--- src/rtl/screen_sel_ctl_if.sv ---
// screen_sel_ctl_if: renderer video buses in, selected registered video out
interface screen_sel_ctl_if #(parameter int NUM_SCREENS = 4);
  logic [NUM_SCREENS-1:0]    vsync_bus;
  logic [NUM_SCREENS-1:0]    hsync_bus;
  logic [12*NUM_SCREENS-1:0] rgb_bus;
  logic                      vsync_out;
  logic                      hsync_out;
  logic [11:0]               rgb_out;
  modport slave (input vsync_bus, hsync_bus, rgb_bus, output vsync_out, hsync_out, rgb_out);
  modport master (output vsync_bus, hsync_bus, rgb_bus, input vsync_out, hsync_out, rgb_out);
endinterface

--- src/rtl/screen_sel_ctl.sv ---
// screen_sel_ctl: menu hit-testing, back-button debounce and frame-aligned screen/video select
module screen_sel_ctl #(
  parameter int NUM_SCREENS     = 4,
  parameter int NUM_BTNS        = 4,
  parameter int DIFF_LEVELS     = 4,
  parameter int BTN_X0          = 362,
  parameter int BTN_X1          = 674,
  parameter int BTN_Y0          = 46,
  parameter int BTN_H           = 100,
  parameter int BTN_PITCH       = 192,
  parameter int DEBOUNCE_CYCLES = 65000,
  localparam int SW = $clog2(NUM_SCREENS),
  localparam int DW = $clog2(DIFF_LEVELS)
) (
  input  logic                 clk,
  input  logic                 rst_n,
  input  logic                 vblnk_in,
  input  logic [11:0]          xpos,
  input  logic [11:0]          ypos,
  input  logic                 mouse_left,
  input  logic                 button,
  screen_sel_ctl_if.slave      vid,
  output logic [SW-1:0]        screen,
  output logic [DW-1:0]        difficulty,
  output logic                 switch_pending
);
  localparam int CW = $clog2(DEBOUNCE_CYCLES + 1);
  logic          mouse_q, vblnk_q, sync1_q, sync2_q;
  logic [CW-1:0] cnt_q, cnt_d;
  logic [SW-1:0] screen_q, screen_d, tgt_q, tgt_d;
  logic [DW-1:0] diff_q, diff_d;
  logic          pend_q, pend_d;
  logic          click, frame_edge, back_pulse;
  logic [NUM_BTNS-1:0] hit;
  logic          req_v, diff_inc;
  logic [SW-1:0] req_t;
  logic [31:0]   xw, yw;

  assign click      = mouse_left & ~mouse_q;
  assign frame_edge = vblnk_in & ~vblnk_q;
  assign xw         = 32'(xpos);
  assign yw         = 32'(ypos);
  assign back_pulse = sync2_q && cnt_q == CW'(DEBOUNCE_CYCLES - 1);
  assign cnt_d      = !sync2_q ? '0 : (cnt_q == CW'(DEBOUNCE_CYCLES) ? cnt_q : cnt_q + 1'b1);

  always_comb begin
    hit = '0;
    for (int j = 0; j < NUM_BTNS; j++)
      hit[j] = xw >= 32'(BTN_X0) && xw <= 32'(BTN_X1) &&
               yw >= 32'(BTN_Y0 + j*BTN_PITCH) && yw <= 32'(BTN_Y0 + j*BTN_PITCH + BTN_H);
  end

  // Requests are judged against the committed screen; button 1 is the difficulty toggle.
  always_comb begin
    req_v    = 1'b0;
    req_t    = '0;
    diff_inc = 1'b0;
    if (screen_q == '0) begin
      if (click)
        for (int j = NUM_BTNS - 1; j >= 0; j--)
          if (hit[j]) begin
            req_v    = (j != 1);
            req_t    = (j == 0) ? SW'(1) : SW'(j);
            diff_inc = (j == 1);
          end
    end else if (back_pulse) begin
      req_v = 1'b1;
      req_t = '0;
    end
  end

  always_comb begin
    diff_d   = diff_inc ? (diff_q == DW'(DIFF_LEVELS - 1) ? '0 : diff_q + 1'b1) : diff_q;
    tgt_d    = req_v ? req_t : tgt_q;
    pend_d   = frame_edge ? 1'b0 : (req_v | pend_q);
    screen_d = !frame_edge ? screen_q : (req_v ? req_t : (pend_q ? tgt_q : screen_q));
  end

  always_ff @(posedge clk or negedge rst_n) begin
    if (!rst_n) begin
      mouse_q       <= 1'b0;
      vblnk_q       <= 1'b0;
      sync1_q       <= 1'b0;
      sync2_q       <= 1'b0;
      cnt_q         <= '0;
      screen_q      <= '0;
      tgt_q         <= '0;
      diff_q        <= '0;
      pend_q        <= 1'b0;
      vid.vsync_out <= 1'b0;
      vid.hsync_out <= 1'b0;
      vid.rgb_out   <= '0;
    end else begin
      mouse_q       <= mouse_left;
      vblnk_q       <= vblnk_in;
      sync1_q       <= button;
      sync2_q       <= sync1_q;
      cnt_q         <= cnt_d;
      screen_q      <= screen_d;
      tgt_q         <= tgt_d;
      diff_q        <= diff_d;
      pend_q        <= pend_d;
      vid.vsync_out <= vid.vsync_bus[screen_q];
      vid.hsync_out <= vid.hsync_bus[screen_q];
      vid.rgb_out   <= vid.rgb_bus[int'(screen_q)*12 +: 12];
    end
  end

  assign screen         = screen_q;
  assign difficulty     = diff_q;
  assign switch_pending = pend_q;
endmodule

--- src/flat_wrapper.sv ---
// flat-port wrapper written by rule: the top's interface ports become plain ports
module screen_sel_ctl_flat 
#(
  parameter int NUM_SCREENS     = 4,
  parameter int NUM_BTNS        = 4,
  parameter int DIFF_LEVELS     = 4,
  parameter int BTN_X0          = 362,
  parameter int BTN_X1          = 674,
  parameter int BTN_Y0          = 46,
  parameter int BTN_H           = 100,
  parameter int BTN_PITCH       = 192,
  parameter int DEBOUNCE_CYCLES = 65000,
  localparam int SW = $clog2(NUM_SCREENS),
  localparam int DW = $clog2(DIFF_LEVELS)
)
  (clk, rst_n, vblnk_in, xpos, ypos, mouse_left, button, screen, difficulty, switch_pending, vid_vsync_bus, vid_hsync_bus, vid_rgb_bus, vid_vsync_out, vid_hsync_out, vid_rgb_out);
  screen_sel_ctl_if #(.NUM_SCREENS(NUM_SCREENS)) vid_i ();
  input  logic clk;
  input  logic rst_n;
  input  logic vblnk_in;
  input  logic [11:0] xpos;
  input  logic [11:0] ypos;
  input  logic mouse_left;
  input  logic button;
  output logic [SW-1:0] screen;
  output logic [DW-1:0] difficulty;
  output logic switch_pending;
  input wire logic [$bits(vid_i.vsync_bus)-1:0] vid_vsync_bus;
  input wire logic [$bits(vid_i.hsync_bus)-1:0] vid_hsync_bus;
  input wire logic [$bits(vid_i.rgb_bus)-1:0] vid_rgb_bus;
  output wire logic [$bits(vid_i.vsync_out)-1:0] vid_vsync_out;
  output wire logic [$bits(vid_i.hsync_out)-1:0] vid_hsync_out;
  output wire logic [$bits(vid_i.rgb_out)-1:0] vid_rgb_out;
  assign vid_i.vsync_bus = vid_vsync_bus;
  assign vid_i.hsync_bus = vid_hsync_bus;
  assign vid_i.rgb_bus = vid_rgb_bus;
  assign vid_vsync_out = vid_i.vsync_out;
  assign vid_hsync_out = vid_i.hsync_out;
  assign vid_rgb_out = vid_i.rgb_out;
  screen_sel_ctl #(.NUM_SCREENS(NUM_SCREENS), .NUM_BTNS(NUM_BTNS), .DIFF_LEVELS(DIFF_LEVELS), .BTN_X0(BTN_X0), .BTN_X1(BTN_X1), .BTN_Y0(BTN_Y0), .BTN_H(BTN_H), .BTN_PITCH(BTN_PITCH), .DEBOUNCE_CYCLES(DEBOUNCE_CYCLES)) u_core (.clk(clk), .rst_n(rst_n), .vblnk_in(vblnk_in), .xpos(xpos), .ypos(ypos), .mouse_left(mouse_left), .button(button), .vid(vid_i), .screen(screen), .difficulty(difficulty), .switch_pending(switch_pending));
endmodule
--- config.mk ---
export PLATFORM = sky130hd
export DESIGN_NAME = screen_sel_ctl_flat
export DESIGN_NICKNAME = d
export VERILOG_FILES = /design/src/rtl/screen_sel_ctl_if.sv /design/src/rtl/screen_sel_ctl.sv /design/src/flat_wrapper.sv
export SDC_FILE = /design/constraint.sdc
export NUM_CORES = 1
export LEC_CHECK = 0
export ABC_AREA = 1
export BUFFER_PORTS_ARGS = -buffer_cell sky130_fd_sc_hd__buf_2
export CELL_PAD_IN_SITES_DETAIL_PLACEMENT = 0
export CELL_PAD_IN_SITES_GLOBAL_PLACEMENT = 1
export CORE_MARGIN = 2
export CORE_UTILIZATION = 30
export DETAILED_ROUTE_END_ITERATION = 8
export PLACE_DENSITY = 0.73
export RECOVER_POWER = 25
export SYNTH_ARGS = -nofsm -noshare
export SYNTH_HDL_FRONTEND = slang
export SYNTH_SLANG_ARGS = --single-unit
--- constraint.sdc ---
create_clock -name clk -period 1.5 [get_ports clk]
set_input_delay 0.225 -clock clk [delete_from_list [all_inputs] [get_ports clk]]
set_output_delay 0.225 -clock clk [all_outputs]
set_load 0.03 [all_outputs]
==> impl_metrics.json, run 1 <==
{
  "h-tree-depth": 2,
  "relSlewSlack_pct": 63.8,
  "syn_area_per_cell_um2": 6.94,
  "setup_tns_ps": -307,
  "synth_cell_types": 34,
  "fillers": 905,
  "grt_overflow": 0,
  "grt_pass1_vias": 2841,
  "cts_root_buf": "clkbuf_8",
  "dieWidth_um": 98.4,
  "cts_buffers": 5,
  "worstSetupEndpointType": "flop",
  "ys_seq_elements": 41,
  "synth_warnings": 0,
  "path_clk_slew_ps": 80,
  "synthCells": 385,
  "synthesis.nets": 473,
  "cts_max_path_buffers": 2,
  "worstMarginPinSlew_ps": 543,
  "yosysTopAreaCell": "dfrtp_1",
  "grt_pass1_wl_um": 12500,
  "setup_viol_count_final": 8,
  "cap_violations": 0,
  "place_congestion": 0.830,
  "core_area_um2": 8680,
  "post-dp-hpwl_um": 6020,
  "synth_area_leaders": "dfrtp_1, nand2_1, nor2_1",
  "diodes": 0,
  "cellPowerDensity_nw_per_um2": 772,
  "grt_use_total_pct": 15.4,
  "cp_data_arrival_time_ps": 1750,
  "crit_start": "u_core.cnt_q[0]$_DFFE_PN0P_",
  "fin_cells": 652,
  "worstHoldPathType": "input port to flop",
  "syn_area_um2": 2670,
  "cp-start-kind": "flop",
  "utilization_pct": 45.5,
  "drc": 0,
  "routedWlPerCell_um": 11.8,
  "drive_above_1_share_pct": 39.7,
  "multi_input_area_um2": 1520,
  "cp_max_fo": 4,
  "max_freq_mhz": 637,
  "vias": 3049,
  "final-seq-area_um2": 1030,
  "critPathKind": "flop to flop",
  "worstReg2RegStart": "u_core.cnt_q[0]$_DFFE_PN0P_",
  "firstDrtPassIters": 4,
  "synth-seq-area-share_pct": 38.4,
  "worst_ep_required_time_ps": 1680,
  "final_cell_mix": "buf_2, nand2_1, nor2_1",
  "fin_crit_ps": 1570,
  "worst_slack_ps": -70.4,
  "dpl.cell_count": 634,
  "final_common_cell": "buf_2",
  "start_util_pct": 30.8,
  "portBuffers": 103,
  "violations": "negative setup slack",
  "final-hold-violation-count": 0,
  "antenna_found_initial": 0,
  "via_per_inst": 4.68,
  "drv_slew": 0,
  "status": "finished with violations",
  "clock_latency_ps": 280,
  "hold_start": "button",
  "die_h_um": 98.4,
  "io_pins": 104,
  "num_rows": 34,
  "p_leak_nw": 2.11,
  "rsz0062_at_grt": "true",
  "final_antenna_net_count": 0,
  "finalCritPeriodShare_pct": 105,
  "layout.nets": 632,
  "vdd_drop_max_v": 0.000458,
  "wirelength_um": 7670,
  "drt_iter0_markers": 95,
  "fp.dieArea_um2": 9670,
  "finClkSkew_ps": 7.38,
  "area_growth_pct": 48.0,
  "cts_tree": "built",
  "cts.sinks": 41,
  "grt_max_degree": 29,
  "synth_top_area_share_pct": 38.4
}
-- cells in the mapped netlist --
cell / number
nand2_1: 74
nor2_1: 63
inv_1: 49
o21ai_0: 43
dfrtp_1: 41
nand3_1: 22
o22ai_1: 14
a21oi_1: 13
nor3_1: 11
nand4_1: 9
clkbuf_1: 8
nand2_2: 5
ha_1: 3
inv_2: 3
a211oi_1: 2
buf_6: 2
nand2_4: 2
nand3_2: 2
nor2_2: 2
o21a_1: 2
or2_2: 2
a21oi_2: 1
a21oi_4: 1
a221oi_1: 1
and3_1: 1
buf_1: 1
inv_6: 1
nand4_2: 1
nor2_8: 1
nor3_2: 1
nor3b_1: 1
o2111ai_1: 1
o21bai_1: 1
o221ai_1: 1
-- final timing paths --
check | endpoint | slack [ps] | cells past startpoint
hold / removal | u_core.sync1_q$_DFF_PN0_ | 50 | 1
max in group asynchronous | u_core.vid.rgb_out[5]$_DFF_PN0_ | 200 | 3
hold reg to reg | u_core.sync2_q$_DFF_PN0_ | 350 | 0
min in group asynchronous | u_core.cnt_q[13]$_DFFE_PN0P_ | 430 | 2
setup / recovery | u_core.cnt_q[12]$_DFFE_PN0P_ | -70 | 12
setup reg to reg | u_core.cnt_q[12]$_DFFE_PN0P_ | -70 | 12
-- state kept, by name, summed over array words and instances, names as in the netlist --
name	flops
u_core.cnt_q	16
u_core.sync2_q	1
u_core.sync1_q	1
u_core.switch_pending	1
u_core.vid.vsync_out	1
u_core.vid.rgb_out	12
u_core.vblnk_q	1
u_core.difficulty	2
u_core.tgt_q	2
u_core.vid.hsync_out	1
u_core.screen	2
u_core.mouse_q	1
-- kinds of logic after synthesis --
family / after synthesis / synth area share [%]
DFF: 41 / 38.4
AOI/OAI and AO/OA: 80 / 17.1
and+or+nand+nor: 197 / 33.3
adders and majority gates: 3 / 1.41
buffers and inverters: 64 / 9.74
-- per-stage QoR --
| stage | worst slack (ps) | area (µm²) | hold slack (ps) | power (mW) |
|---|---|---|---|---|
| after floorplan | 7.20 | 2680 | -70.6 | 1.89 |
| after global placement | -158 | 3650 | 114 | 2.32 |
| after detailed placement | -215 | 3650 | 115 | 2.33 |
| after CTS | -142 | 3810 | 39.4 | 3.08 |
| after global routing | -213 | 3950 | 33.9 | 3.24 |
| final | -70.4 | 3950 | 50.7 | 3.05 |
-- routing by layer --
| layer | global-route usage (%) | wire length [µm] |
|---|---|---|
| met2 | 27.5 | 3930 |
| met3 | 3.36 | 309 |
| met4 | 2.63 | 28 |
| met1 | 19.3 | 3390 |
| met5 | 0 | 0 |
-- power by group --
group          total, mW  switching (mW)  internal, mW
Clock              0.726           0.361         0.365
Sequential          1.29          0.0534          1.24
Combinational       1.03           0.654         0.379
-- cell type report --
| type | count | area share (%) |
|---|---|---|
| Multi-Input combinational cell | 280 | 38.4 |
| Sequential cell | 41 | 26.0 |
| Timing Repair Buffer | 163 | 24.8 |
| Inverter | 53 | 5.22 |
| Tap cell | 108 | 3.42 |
| Clock buffer | 7 | 2.18 |
-- what timing repair did --
action	CTS	global route
gates resized for setup	10	33
hold buffers	1	0
endpoints found under the setup margin	8	18
hold endpoints to repair	8	0
buffers inserted	4	7
pin swaps	3	15
-- worst max-delay path: stages, from the launching register on --
cell,delay [ps]
dfrtp_1,380
buf_6,110
ha_4,130
nand2_4,70
nor2_4,100
nand2_2,80
nor2_4,120
nand2_2,80
nor2_4,100
inv_2,70
nor2_4,90
nor2_1,50
o21a_1,100
Power figures use the tool's default switching activity.
==> inputs of run 2 (changes only) <==
- CORE_ASPECT_RATIO: not set -> 0.75
==> run 2 against run 1 <==
The run ends with design-rule violations, negative setup slack left. Global-route usage rose by 0.89 points. Power up 21%. Setup slack gained 25 ps. Flip-flop and latch count unchanged. Highest routed layer unchanged.
==> impl_metrics.json, run 2 (synthesis results as in run 1) <==
{
  "r2r_slack_ps": -50,
  "antenna_found_initial": 0,
  "worstMarginPinSlew_ps": 809,
  "routedWlPerCell_um": 12.3,
  "utilization_pct": 47.0,
  "whs_ps": 53.7,
  "final_antenna_net_count": 0,
  "drive_above_1_share_pct": 39.3,
  "cts_tree": "built",
  "r2r_cells": 10,
  "worst_slack_ps": -45.2,
  "violations": "design-rule violations, negative setup slack",
  "worstReg2RegStart": "u_core.cnt_q[0]$_DFFE_PN0P_",
  "cpMaxStageDelayCell": "dfrtp_1",
  "p_leak_nw": 2.14,
  "via_per_inst": 4.63,
  "grt_use_total_pct": 16.3,
  "grt_pass1_vias": 2854,
  "power_mw": 3.69,
  "status": "finished with violations",
  "grt_pass1_wl_um": 13000,
  "firstDrtPassIters": 6,
  "area_growth_pct": 50.5,
  "cp_data_arrival_time_ps": 1710,
  "cts.sinks": 41,
  "start_util_pct": 31.2,
  "fp.dieArea_um2": 9680,
  "worst_ep_required_time_ps": 1670,
  "vdd_drop_max_v": 0.000507,
  "wirelength_um": 7980,
  "final_cell_mix": "buf_2, nand2_1, nor2_1",
  "drv_slew": 0,
  "reg_top3": "u_core.cnt_q: 16 flops, u_core.vid.rgb_out: 12 flops",
  "endpoint": "u_core.cnt_q[8]$_DFFE_PN0P_",
  "grt_overflow": 0,
  "cts_max_path_buffers": 2,
  "dieWidth_um": 113,
  "io_pins": 104,
  "critPathMaxStageDelay_ps": 410,
  "cap_violations": 0,
  "layout.nets": 626,
  "crit_start": "u_core.cnt_q[0]$_DFFE_PN0P_",
  "vias": 2994,
  "worstHoldPathType": "input port to flop",
  "place_congestion": 0.825,
  "diodes": 0,
  "drt_iter0_markers": 107,
  "cts_buffers": 5,
  "cts_root_buf": "clkbuf_16",
  "h-tree-depth": 2,
  "num_rows": 29,
  "path_clk_slew_ps": 60,
  "final_common_cell": "buf_2",
  "die_h_um": 85.7,
  "relSlewSlack_pct": 46.1,
  "cp_max_fo": 4,
  "crit_chain": "ha_4 -> nand2_4 -> nor2_4 -> nand2_2 -> nor2_4 -> buf_4 -> buf_6 -> buf_4 -> a21oi_2 -> nor3_2",
  "reg2reg_to": "u_core.cnt_q[8]$_DFFE_PN0P_",
  "drc": 3,
  "rsz0062_at_grt": "true",
  "largest_register_ffs": 16,
  "critPathKind": "flop to flop",
  "setup_viol_count_final": 3,
  "portBuffers": 103,
  "fin_crit_ps": 1550,
  "worstSetupEndpointType": "flop",
  "core_area_um2": 8560,
  "post-dp-hpwl_um": 6160,
  "largest_register": "u_core.cnt_q",
  "finClkSkew_ps": 3.67,
  "cp-start-kind": "flop",
  "final-hold-violation-count": 0,
  "clock_latency_ps": 280,
  "max_freq_mhz": 647,
  "cellPowerDensity_nw_per_um2": 919,
  "grt_max_degree": 31,
  "finalCritPeriodShare_pct": 103
}
run 2: changes by cell type in the layout (fill, tap and decap cells not counted), moves of 2 or more:
| cell | change |
|---|---|
| buf_2 | -2 |
| inv_1 | +2 |
| bufinv_16 | +2 |
| clkbuf_16 | +5 |
| buf_4 | -5 |
| clkbuf_8 | -6 |
run 2: layout make-up:
type                       count  area (µm²)
fill                         861        4540
tap                          108         135
clock buffer                   5         125
clock inverter                 3        65.1
timing repair buffer         157         935
multi-input combinational    280        1530
inverter                      53         204
sequential                    41        1030
run 2: repair_timing:
item,CTS,global route
endpoints found under the hold margin,13,0
setup endpoints to repair,8,20
pin swaps,3,14
setup buffers,8,4
hold buffers,1,0
gates resized for setup,14,28
run 2: critical path: cells and delay by family, from the launching register on:
kind,cells,cell delay (ps)
fa+ha+maj,1,190
buf+inv,3,360
simple gates,5,320
compound gates,1,140
flops,1,410
run 2: worst min-delay path by stage:
stage | from | endpoint | slack [ps] | depth (start not counted)
final | button | u_core.sync1_q$_DFF_PN0_ | 50 | 1
after global routing | button | u_core.sync1_q$_DFF_PN0_ | 50 | 1
after CTS | button | u_core.sync1_q$_DFF_PN0_ | 50 | 1
after detailed placement | rst_n | u_core.vid.rgb_out[11]$_DFF_PN0_ | 150 | 1
after global placement | rst_n | u_core.vid.rgb_out[10]$_DFF_PN0_ | 150 | 1
after floorplan | rst_n | u_core.cnt_q[0]$_DFFE_PN0P_ | -70 | 0
run 2: stage by stage:
step | worst slack [ps] | cell area [µm²] | std cells | TNS (ps)
after global routing | -139 | 4020 | 647 | -1320
final | -45.2 | 4020 | 647 | -82.7
after detailed placement | -202 | 3590 | 628 | -1560
after CTS | -58.1 | 3900 | 645 | -129
after global placement | -175 | 3590 | 628 | -1160
after floorplan | 7.20 | 2680 | 385 | 0
run 2: routing by layer:
layer	wire, µm	up-vias	track usage [%]
met3	468	2	3.53
met2	3390	91	25.5
li1	-	1572	-
met1	4100	1329	23.9
met4	23	0	2.00
met5	0	-	0
run 2: power breakdown:
group | switching [mW] | internal (mW)
registers | 0.0541 | 1.24
clock network | 0.439 | 0.951
logic | 0.656 | 0.354
==> inputs of run 3 (changes only) <==
- RECOVER_POWER: 25 -> not set
==> run 3 against run 2 <==
Global-route usage unchanged. Critical endpoint unchanged. Non-clock buffer count unchanged. Maximum frequency unchanged. The flow still finishes with violations (design-rule violations, negative setup slack). Highest routed layer unchanged. Largest cell class unchanged. Register-to-register slack about the same.
==> impl_metrics.json, run 3 (synthesis results as in run 1) <==
{
  "via_per_inst": 4.63,
  "setup_tns_ps": -82.7,
  "grt_pass1_wl_um": 13000,
  "cts_root_buf": "clkbuf_16",
  "final-hold-violation-count": 0,
  "portBuffers": 103,
  "worst_ep_required_time_ps": 1670,
  "power.share.clock_pct": 37.6,
  "antenna_found_initial": 0,
  "cts_buffers": 5,
  "drc": 3,
  "cts.sinks": 41,
  "finalCritPeriodShare_pct": 103,
  "dp_slack_ps": -202,
  "post-dp-hpwl_um": 6160,
  "switching_share_pct": 31.1,
  "fin_crit_ps": 1550,
  "status": "finished with violations",
  "grt_use_total_pct": 16.3,
  "vias": 2993,
  "area_growth_pct": 50.7,
  "cap_violations": 0,
  "routedWlPerCell_um": 12.3,
  "grt_overflow": 0,
  "r2r_slack_ps": -50,
  "violations": "design-rule violations, negative setup slack",
  "die_h_um": 85.7,
  "dieWidth_um": 113,
  "drive_above_1_share_pct": 39.9,
  "cpMaxStageDelayCell": "dfrtp_1",
  "internal-power_mw": 2.55,
  "firstDrtPassIters": 6,
  "cellPowerDensity_nw_per_um2": 918,
  "worstHoldPathType": "input port to flop",
  "crit_chain": "ha_4 -> nand2_4 -> nor2_4 -> nand2_2 -> nor2_4 -> buf_4 -> buf_6 -> buf_4 -> a21oi_2 -> nor3_2",
  "final_common_cell": "buf_2",
  "largest_register": "u_core.cnt_q",
  "cp_max_fo": 4,
  "final_antenna_net_count": 0,
  "fp.dieArea_um2": 9680,
  "worstMarginPinSlew_ps": 341,
  "grt_max_degree": 31,
  "cp-start-kind": "flop",
  "rsz0062_at_grt": "true",
  "p_seq_share_pct": 35.0,
  "p_leak_nw": 2.14,
  "cp_data_arrival_time_ps": 1710,
  "critPathKind": "flop to flop",
  "drv_slew": 0,
  "io_pins": 104,
  "diodes": 0,
  "layout.nets": 626,
  "setup_viol_count_final": 3,
  "clock_latency_ps": 280,
  "fillers": 861,
  "max_freq_mhz": 647,
  "drt_iter0_markers": 105,
  "whs_ps": 53.7,
  "power_mw": 3.70,
  "reg_top3": "u_core.cnt_q: 16 flops, u_core.vid.rgb_out: 12 flops",
  "cts_tree": "built",
  "p_switching_mw": 1.15,
  "vdd_drop_max_v": 0.000507,
  "wirelength_um": 7980,
  "start_util_pct": 31.2,
  "critPathMaxStageDelay_ps": 410,
  "finClkSkew_ps": 3.67,
  "path_clk_slew_ps": 60,
  "worst_slack_ps": -45.2,
  "largest_register_ffs": 16,
  "h-tree-depth": 2,
  "cts_max_path_buffers": 2,
  "place_congestion": 0.825,
  "combPwrFrac_pct": 27.4,
  "grt_pass1_vias": 2854,
  "core_area_um2": 8560,
  "num_rows": 29,
  "final_cell_mix": "buf_2, nand2_1, nor2_1",
  "relSlewSlack_pct": 77.3,
  "worstSetupEndpointType": "flop"
}
run 3: worst paths after layout:
kind                                                   from                                to  depth (start not counted)
worst max-delay path            u_core.cnt_q[0]$_DFFE_PN0P_       u_core.cnt_q[8]$_DFFE_PN0P_                         10
worst max register to register  u_core.cnt_q[0]$_DFFE_PN0P_       u_core.cnt_q[8]$_DFFE_PN0P_                         10
worst min-delay path                                 button          u_core.sync1_q$_DFF_PN0_                          1
min in group asynchronous                             rst_n  u_core.vid.rgb_out[10]$_DFF_PN0_                          2
max in group asynchronous                             rst_n      u_core.cnt_q[14]$_DFFE_PN0P_                          3
worst min register to register     u_core.sync1_q$_DFF_PN0_          u_core.sync2_q$_DFF_PN0_                          0
run 3: worst max-delay path, delay by kind of cell, from the launching register on:
family	cells	cell delay, ps
AO/OA/AOI/OAI	1	140
adder cells (fa/ha/maj)	1	190
buffers and inverters	3	360
flip-flops	1	410
AND/OR/NAND/NOR	5	320
run 3: power by group through the flow:
stage | clock network, mW | registers, mW | logic, mW
finish | 1.39 | 1.29 | 1.01
detailed placement | 0 | 1.30 | 1.01
global route | 1.47 | 1.31 | 1.12
CTS | 1.41 | 1.29 | 1.01
floorplan | 0 | 1.55 | 0.337
global placement | 0 | 1.30 | 1.00
run 3: per-stage QoR:
stage / utilization [%] / cell area (µm²) / instances
2_1_floorplan: - / 2680 / 385
3_3_place_gp: 42.0 / 3590 / 628
3_5_place_dp: 42.0 / 3590 / 628
4_1_cts: 45.6 / 3900 / 645
5_1_grt: 47.0 / 4030 / 647
6_report: 47.0 / 4030 / 647
run 3: what timing repair did:
item	4_1_cts	5_1_grt
resized for setup	14	28
hold endpoints to repair	13	0
pin swaps	3	14
setup buffers	8	4
hold buffers	1	0
endpoints found under the setup margin	8	20
run 3: final cells by class:
cell class / count / area (µm²) / area share (%)
multi-input cells: 280 / 1530 / 38.0
flip-flops and latches: 41 / 1030 / 25.5
repair buffers: 157 / 938 / 23.3
inverters: 53 / 204 / 5.07
well taps: 108 / 135 / 3.36
clock buffers: 5 / 125 / 3.11
clock inverters: 3 / 65.1 / 1.62
run 3: routing by layer:
| layer | vias to the layer above | global-route usage (%) | wire, µm |
|---|---|---|---|
| met3 | 2 | 3.53 | 466 |
| met5 | - | 0 | 0 |
| met2 | 91 | 25.5 | 3390 |
| li1 | 1572 | - | - |
| met4 | 0 | 2.00 | 23 |
| met1 | 1328 | 23.9 | 4100 |
